$ cat src/rtl/freq_gate_counter.sv
// rtl/freq_gate_counter.sv - gated rising-edge counter for an asynchronous input
// Counts synchronised sig_in rising edges over GATE_CYCLES clocks and latches a saturated result.
module freq_gate_counter #(
  parameter int unsigned GATE_CYCLES = 100000000,
  parameter int          CNT_W       = 12
) (
  input  logic             clk,
  input  logic             rst_n,
  input  logic             enable,
  input  logic             sig_in,
  output logic [CNT_W-1:0] freq_out,
  output logic             overflow,
  output logic             valid
);

  typedef enum logic [1:0] {
    SETTLE  = 2'd0,
    IDLE    = 2'd1,
    MEASURE = 2'd2
  } state_t;

  localparam logic [31:0]      GATE_LAST = 32'(GATE_CYCLES - 32'd1);
  localparam logic [CNT_W-1:0] CNT_MAX   = '1;

  state_t           state_q, state_d;
  logic             s1_q, s1_d;
  logic             s2_q, s2_d;
  logic             s3_q, s3_d;
  logic [1:0]       settle_cnt_q, settle_cnt_d;
  logic [31:0]      gate_cnt_q, gate_cnt_d;
  logic [CNT_W-1:0] edge_cnt_q, edge_cnt_d;
  logic             ovf_acc_q, ovf_acc_d;
  logic [CNT_W-1:0] freq_q, freq_d;
  logic             ovf_q, ovf_d;
  logic             valid_q, valid_d;

  logic edge_det;
  logic sat;

  assign edge_det = s2_q & ~s3_q;
  assign sat      = (edge_cnt_q == CNT_MAX);

  always_ff @(posedge clk or negedge rst_n) begin
    if (!rst_n) begin
      state_q      <= SETTLE;
      s1_q         <= 1'b0;
      s2_q         <= 1'b0;
      s3_q         <= 1'b0;
      settle_cnt_q <= 2'd0;
      gate_cnt_q   <= 32'd0;
      edge_cnt_q   <= '0;
      ovf_acc_q    <= 1'b0;
      freq_q       <= '0;
      ovf_q        <= 1'b0;
      valid_q      <= 1'b0;
    end else begin
      state_q      <= state_d;
      s1_q         <= s1_d;
      s2_q         <= s2_d;
      s3_q         <= s3_d;
      settle_cnt_q <= settle_cnt_d;
      gate_cnt_q   <= gate_cnt_d;
      edge_cnt_q   <= edge_cnt_d;
      ovf_acc_q    <= ovf_acc_d;
      freq_q       <= freq_d;
      ovf_q        <= ovf_d;
      valid_q      <= valid_d;
    end
  end

  always_comb begin
    s1_d         = sig_in;
    s2_d         = s1_q;
    s3_d         = s2_q;
    state_d      = state_q;
    settle_cnt_d = settle_cnt_q;
    gate_cnt_d   = gate_cnt_q;
    edge_cnt_d   = edge_cnt_q;
    ovf_acc_d    = ovf_acc_q;
    freq_d       = freq_q;
    ovf_d        = ovf_q;
    valid_d      = 1'b0;

    case (state_q)
      SETTLE: begin
        // Lets the synchroniser flush so a high level at reset release is never counted.
        if (settle_cnt_q == 2'd2) begin
          state_d = IDLE;
        end else begin
          settle_cnt_d = settle_cnt_q + 2'd1;
        end
      end

      IDLE: begin
        gate_cnt_d = 32'd0;
        edge_cnt_d = '0;
        ovf_acc_d  = 1'b0;
        if (enable) begin
          state_d = MEASURE;
        end
      end

      MEASURE: begin
        if (!enable) begin
          state_d    = IDLE;
          gate_cnt_d = 32'd0;
          edge_cnt_d = '0;
          ovf_acc_d  = 1'b0;
        end else if (gate_cnt_q == GATE_LAST) begin
          // Terminal cycle: fold in its own edge, publish, and restart without a gap.
          valid_d    = 1'b1;
          freq_d     = (edge_det && !sat) ? edge_cnt_q + 1'b1 : edge_cnt_q;
          ovf_d      = ovf_acc_q | (edge_det & sat);
          gate_cnt_d = 32'd0;
          edge_cnt_d = '0;
          ovf_acc_d  = 1'b0;
        end else begin
          gate_cnt_d = gate_cnt_q + 32'd1;
          if (edge_det) begin
            if (sat) begin
              ovf_acc_d = 1'b1;
            end else begin
              edge_cnt_d = edge_cnt_q + 1'b1;
            end
          end
        end
      end

      default: begin
        state_d = SETTLE;
      end
    endcase
  end

  assign freq_out = freq_q;
  assign overflow = ovf_q;
  assign valid    = valid_q;

endmodule

$ cat config.mk
export PLATFORM = sky130hd
export DESIGN_NAME = freq_gate_counter
export DESIGN_NICKNAME = d
export VERILOG_FILES = /design/src/rtl/freq_gate_counter.sv
export SDC_FILE = /design/constraint.sdc
export NUM_CORES = 1
export LEC_CHECK = 0
export BUFFER_PORTS_ARGS = -buffer_cell sky130_fd_sc_hd__buf_2
export CAP_MARGIN = 20
export CORE_MARGIN = 1
export CORE_UTILIZATION = 57
export CTS_CLUSTER_SIZE = 16
export DETAILED_ROUTE_END_ITERATION = 8
export PLACE_DENSITY = 0.86
export SKIP_CTS_REPAIR_TIMING = 1
export SYNTH_ARGS = -nofsm -noshare
export SYNTH_HDL_FRONTEND = slang
export SYNTH_SLANG_ARGS = --single-unit
export TNS_END_PERCENT = 20
$ cat constraint.sdc
create_clock -name clk -period 5.4 [get_ports clk]
set_input_delay 0.27 -clock clk [delete_from_list [all_inputs] [get_ports clk]]
set_output_delay 0.27 -clock clk [all_outputs]
set_load 0.02 [all_outputs]
# Word-level counts from Yosys, hierarchy flattened
# Cells that the tools add are included.
word_totals:
  register_bits: 66
  input_bits: 4
  out_inout_bits: 14
op_classes:
  bitwise: 5
  n_mux: 21
  addsub: 3
  n_eq_ne: 11
  reduce_logical: 9
ops:
  columns: ["operator", "count"]
  rows:
  - ["two-way mux 32 bit", 2]
  - ["case mux 32 bit (2 select lines)", 1]
  - ["two-way mux 12 bit", 5]
  - ["adder 32 x 1 -> 32 bit, second input constant", 1]
  - ["equality test 32 x 27 -> 1 bit, second input constant", 1]
  - ["case mux 12 bit (2 select lines)", 1]
  - ["adder 12 x 1 -> 12 bit, second input constant", 1]
  - ["equality test 12 bit, second input constant", 1]
  - ["!= test 4 bit, second input constant", 3]
  - ["AND reduction 3 bit", 4]
  - ["two-way mux 1 bit", 7]
  - ["two-way mux 2 bit", 3]
  - ["!= test 2 bit, second input constant", 3]
  - ["case mux 2 bit (3 select lines)", 1]
  - ["equality test 2 bit, second input constant", 2]
  - ["adder 2 x 1 -> 2 bit, second input constant", 1]
  - ["AND 1 bit", 2]
  - ["equality test 2 x 1 -> 1 bit, second input constant", 1]
  - ["logical NOT 2 bit", 1]
  - ["inverter 1 bit", 2]
  - ["case mux 1 bit (2 select lines)", 1]
  - ["AND reduction 2 bit", 1]
  - ["nonzero test 2 bit", 1]
  - ["logical AND 1 bit", 1]
  - ["2 further kinds", 2]

# Depth between registers and ports, before layout
depth:
  word_depth: 6
  ltp_mapped: 9
  ltp_nobuf: 7

# Least setup slack after synthesis
# OpenSTA, ideal clock, no wires.
synth_timing:
  path_type: "register -> register"
  startpoint: "register state_q[0]"
  endpoint: "register gate_cnt_q[19]"
  t_arrival_ns: 1.938
  synth_period_minus_slack_ns: 2.060
  path_buffers: 1
  path_stages_with_launch: 9
  path_slack_ns: 3.340
  path_cell_list: "dfrtp_1 -> inv_1 -> ha_1 -> buf_2 -> nand4_1 -> or3_1 -> nor4_2 -> xnor2_1 -> nor2_1"
synth_between:
  elab_chain_cells: 2
  elab_cells_between_ends: 4
  cone_classes: "2 x eq/ne; 1 x mux; 1 x reduce/logical"
synth_rtl:
  columns: ["element", "line", "source"]
  rows:
  - ["start, declared", "25", "state_t state_q, state_d;"]
  - ["start signal, assigned", "57", "state_q <= state_d;"]
  - ["equality test 2 bit / equality test 2 x 1 -> 1 bit (equally long branches)", "84", "case (state_q)"]
  - ["case mux 32 bit (2 select lines) / nonzero test 2 bit (equally long branches)", null, null]
  - ["end signal, assigned", "62", "gate_cnt_q <= gate_cnt_d;"]
  - ["end, declared", "30", "logic [31:0] gate_cnt_q, gate_cnt_d;"]
# Parallel ways exist; a longest one is shown, timed or not.
# A chain may end at the register's enable or synchronous reset.

# Worst setup path in the final report
# Ends and elaborated chain as after synthesis.

==> key figures <==
STA
  – Final setup margin: 2.786 ns
  – Hold violation total from the final report: 0
  – Finish-stage setup viols: 0
  – Least-Margin Pin Slew: 1.066 ns
  – F_max: 0.3825 GHz
  – Slew HR: 0.2833
  – Fin Setup TNS: 0 ns
  – Fin Hold WS: 0.02403 ns
  – Final period util: 0.4841
  – Crit path time final: 2.614 ns
  – Final number of max-transition violations: 0
  – RSZ-0062 raised after global routing: no
  – Skew final: 0.007047 ns

Logic synthesis
  – Ys async rst share: 1.000
  – Synth warn: 0
  – Yosys cell types: 50
  – Mapped Nets: 357
  – Sequential-to-total area share from yosys stat: 0.4701
  – Mapped Area: 0.003513 mm2
  – #FFs+latches synth: 66
  – Top_reg_cell synth: dfrtp_1
  – Gate Count Post-Synth: 345
  – Syn_area_per_cell: 10.18 um2
  – Largest cells by area after synthesis: dfrtp_1 (47%), xor2_1 (5.7%), nor2_1 (4.3%), xnor2_1 (4.0%), nand3_1 (3.3%)
  – Top-area cell type share of the netlist area: 0.4701
  – Number of synthesized flops with an enable pin: 0
  – Largest area contributor in the netlist: dfrtp_1

Placed design
  – Placement Cell Area: 0.003632 mm2
  – Port bufs: 17
  – Pre-CTS WS: 2.600 ns
  – Routability cong.: 0.8812
  – Dpl hpwl: 4679 um

Global routing
  – Total GRT Usage: 0.2397
  – Met3 usage: 0.04773
  – Met2 usage: 0.3678
  – Grt peak-use layer: met2
  – Initial antenna violation count: 0
  – Met1 GRT Util: 0.3146
  – First-pass GRT wire length: 11,720 um
  – Largest net degree at the start of global routing: 67
  – Total grt overflow: 0
  – Number of global-route vias before repair: 2,591

Power
  – VDD IR-drop max: 0.2614 mV
  – Leak: 1.669 nW
  – Pwr Density: 322.9 mW/mm2

Finish
  – Number of diodes: 0
  – Layout filler cell count: 457
  – Design Area, Final: 0.003845 mm2
  – Layout cell share with drive strength beyond 1: 0.1522
  – Area grow syn2layout: 9.437%
  – Final net count: 375

Floorplan
  – Num rows: 28
  – Core Box Area: 0.005921 mm2
  – DIE HEIGHT: 80.51 um
  – I/O Pins: 18
  – Die X: 80.51 um
  – Die ar.: 0.006482 mm2
  – Initial Util: 0.5934

CTS
  – Clock Sinks: 66
  – Clk buf depth: 2
  – Num CTS Buffers: 9
  – Root Buffer: clkbuf_8
  – CTS tree: yes
  – H-tree levels: 3
  – Worst-path clk slew: 0.07 ns
  – Skew-Pair Late Insertion Delay: 0.35 ns

Routing
  – Drt via density: 5.941
  – # DRC: 0
  – Initial DRC count: 237
  – Drt total wl: 6883 um
  – DRT Pass-1 Iters: 4
  – Count of antenna-violating nets left after detailed routing: 0
  – Vias: 2,632
  – Detailed-route wire length per cell: 15.54 um

Worst hold path
  – Min-Delay Startpoint: sig_in
  – Worst Hold Class: input pin to register

Setup path
  – Data required time at the worst endpoint: 5.64 ns
  – FF-to-FF Start: state_q[0]
  – Slowest library cell on the worst path: ha_1
  – Setup crit start: state_q[0]
  – Worst Path Arrival: 2.85 ns
  – Crit end category: register
  – CP peak stage delay: 0.65 ns
  – Setup crit start kind: register
  – R2r setup slk: 2.79 ns
  – Setup CP Type: register to register
  – Critical path peak fanout: 17
  – Cells along the critical path: inv_1 > ha_1 > nand4_1 > or3_1 > nor4_2 > xnor2_1 > nor2_1

Flow run
  – Max_cap viols: 0

Run status
  – Outcome: finished, final reports clean
final timing paths:
kind,depth (start not counted),end
hold reg to reg,0,s2_q
setup / recovery,7,gate_cnt_q[19]
max in group asynchronous,2,gate_cnt_q[18]
hold / removal,1,s1_q
setup reg to reg,7,gate_cnt_q[19]
min in group asynchronous,2,gate_cnt_q[9]
power by group:
part           internal, W  switching (W)
Sequential        0.000509      0.0000150
Combinational    0.0000884       0.000215
Clock             0.000238       0.000176
synthesized netlist by cell type, types with 3 or more instances:
cell / n
mux2_1: 5
and2_1: 3
nor4_1: 6
o22ai_1: 6
nand3_1: 23
a21oi_1: 11
nand2b_1: 3
o21ai_1: 3
buf_2: 6
inv_1: 14
dfrtp_1: 66
and3_1: 4
o21ai_0: 3
nor2_1: 40
mux2_2: 6
nand4_1: 18
mux2i_1: 3
nand2_1: 17
a22o_1: 5
nor4_2: 4
ha_1: 8
and4_1: 4
nor3_1: 10
xor2_1: 23
xnor2_1: 16
cell usage in the layout (no fill, tap or decap), types with 10 or more instances in the layout:
cell / count
nand3_1: 23
xnor2_1: 16
nand4_1: 18
clkbuf_8: 11
dfrtp_1: 66
nor2_1: 40
nand2_1: 17
xor2_1: 23
a21oi_1: 11
inv_1: 14
nor3_1: 10
buf_2: 17
critical path: cells and delay by family, from the launching register on:
kind                       cells  cell delay [ns]
and+or+nand+nor                4             1.19
adders and majority gates      1             0.65
DFF                            1             0.42
xor gates and xnor gates       1             0.15
buffers and inverters          1             0.09
flip-flops by register name (all words and copies together), names as in the netlist:
name	count
s3_q	1
s2_q	1
freq_out	12
s1_q	1
ovf_acc_q	1
state_q	2
gate_cnt_q	32
settle_cnt_q	2
valid	1
overflow	1
edge_cnt_q	12
per-layer routing:
| metal | wire, um | share of wire |
|---|---|---|
| met3 | 345 | 0.050 |
| met1 | 3076 | 0.45 |
| met4 | 162 | 0.024 |
| met5 | 0 | 0 |
| met2 | 3298 | 0.48 |
through the flow:
stage / utilization / total power [W] / cells
after floorplan: - / 0.0007720 / 345
after global placement: 0.6135 / 0.0007967 / 426
after detailed placement: 0.6135 / 0.0008114 / 426
after CTS: 0.6469 / 0.001225 / 442
after global routing: 0.6494 / 0.001296 / 443
final: 0.6494 / 0.001242 / 443
kinds of logic (layout without fill, tap and decap cells):
group,Yosys count,in the layout,share of synthesized area
multiplexers,14,14,0.04380
buffers and inverters,27,50,0.03633
AO/OA/AOI/OAI,39,39,0.07692
adder cells (fa/ha/maj),8,8,0.02849
AND/OR/NAND/NOR,152,152,0.2472
XOR/XNOR,39,39,0.09722
flip-flops,66,66,0.4701
layout make-up:
| cell class | instances | area (um2) | area share |
|---|---|---|---|
| multi-input combinational | 252 | 1734 | 0.4510 |
| tap | 75 | 93.84 | 0.02441 |
| inverter | 14 | 52.55 | 0.01367 |
| timing repair buffer | 20 | 115.1 | 0.02994 |
| clock buffer | 14 | 162.7 | 0.04230 |
| clock inverter | 2 | 35.03 | 0.009112 |
| sequential | 66 | 1652 | 0.4295 |
Power figures use the tool's default switching activity.
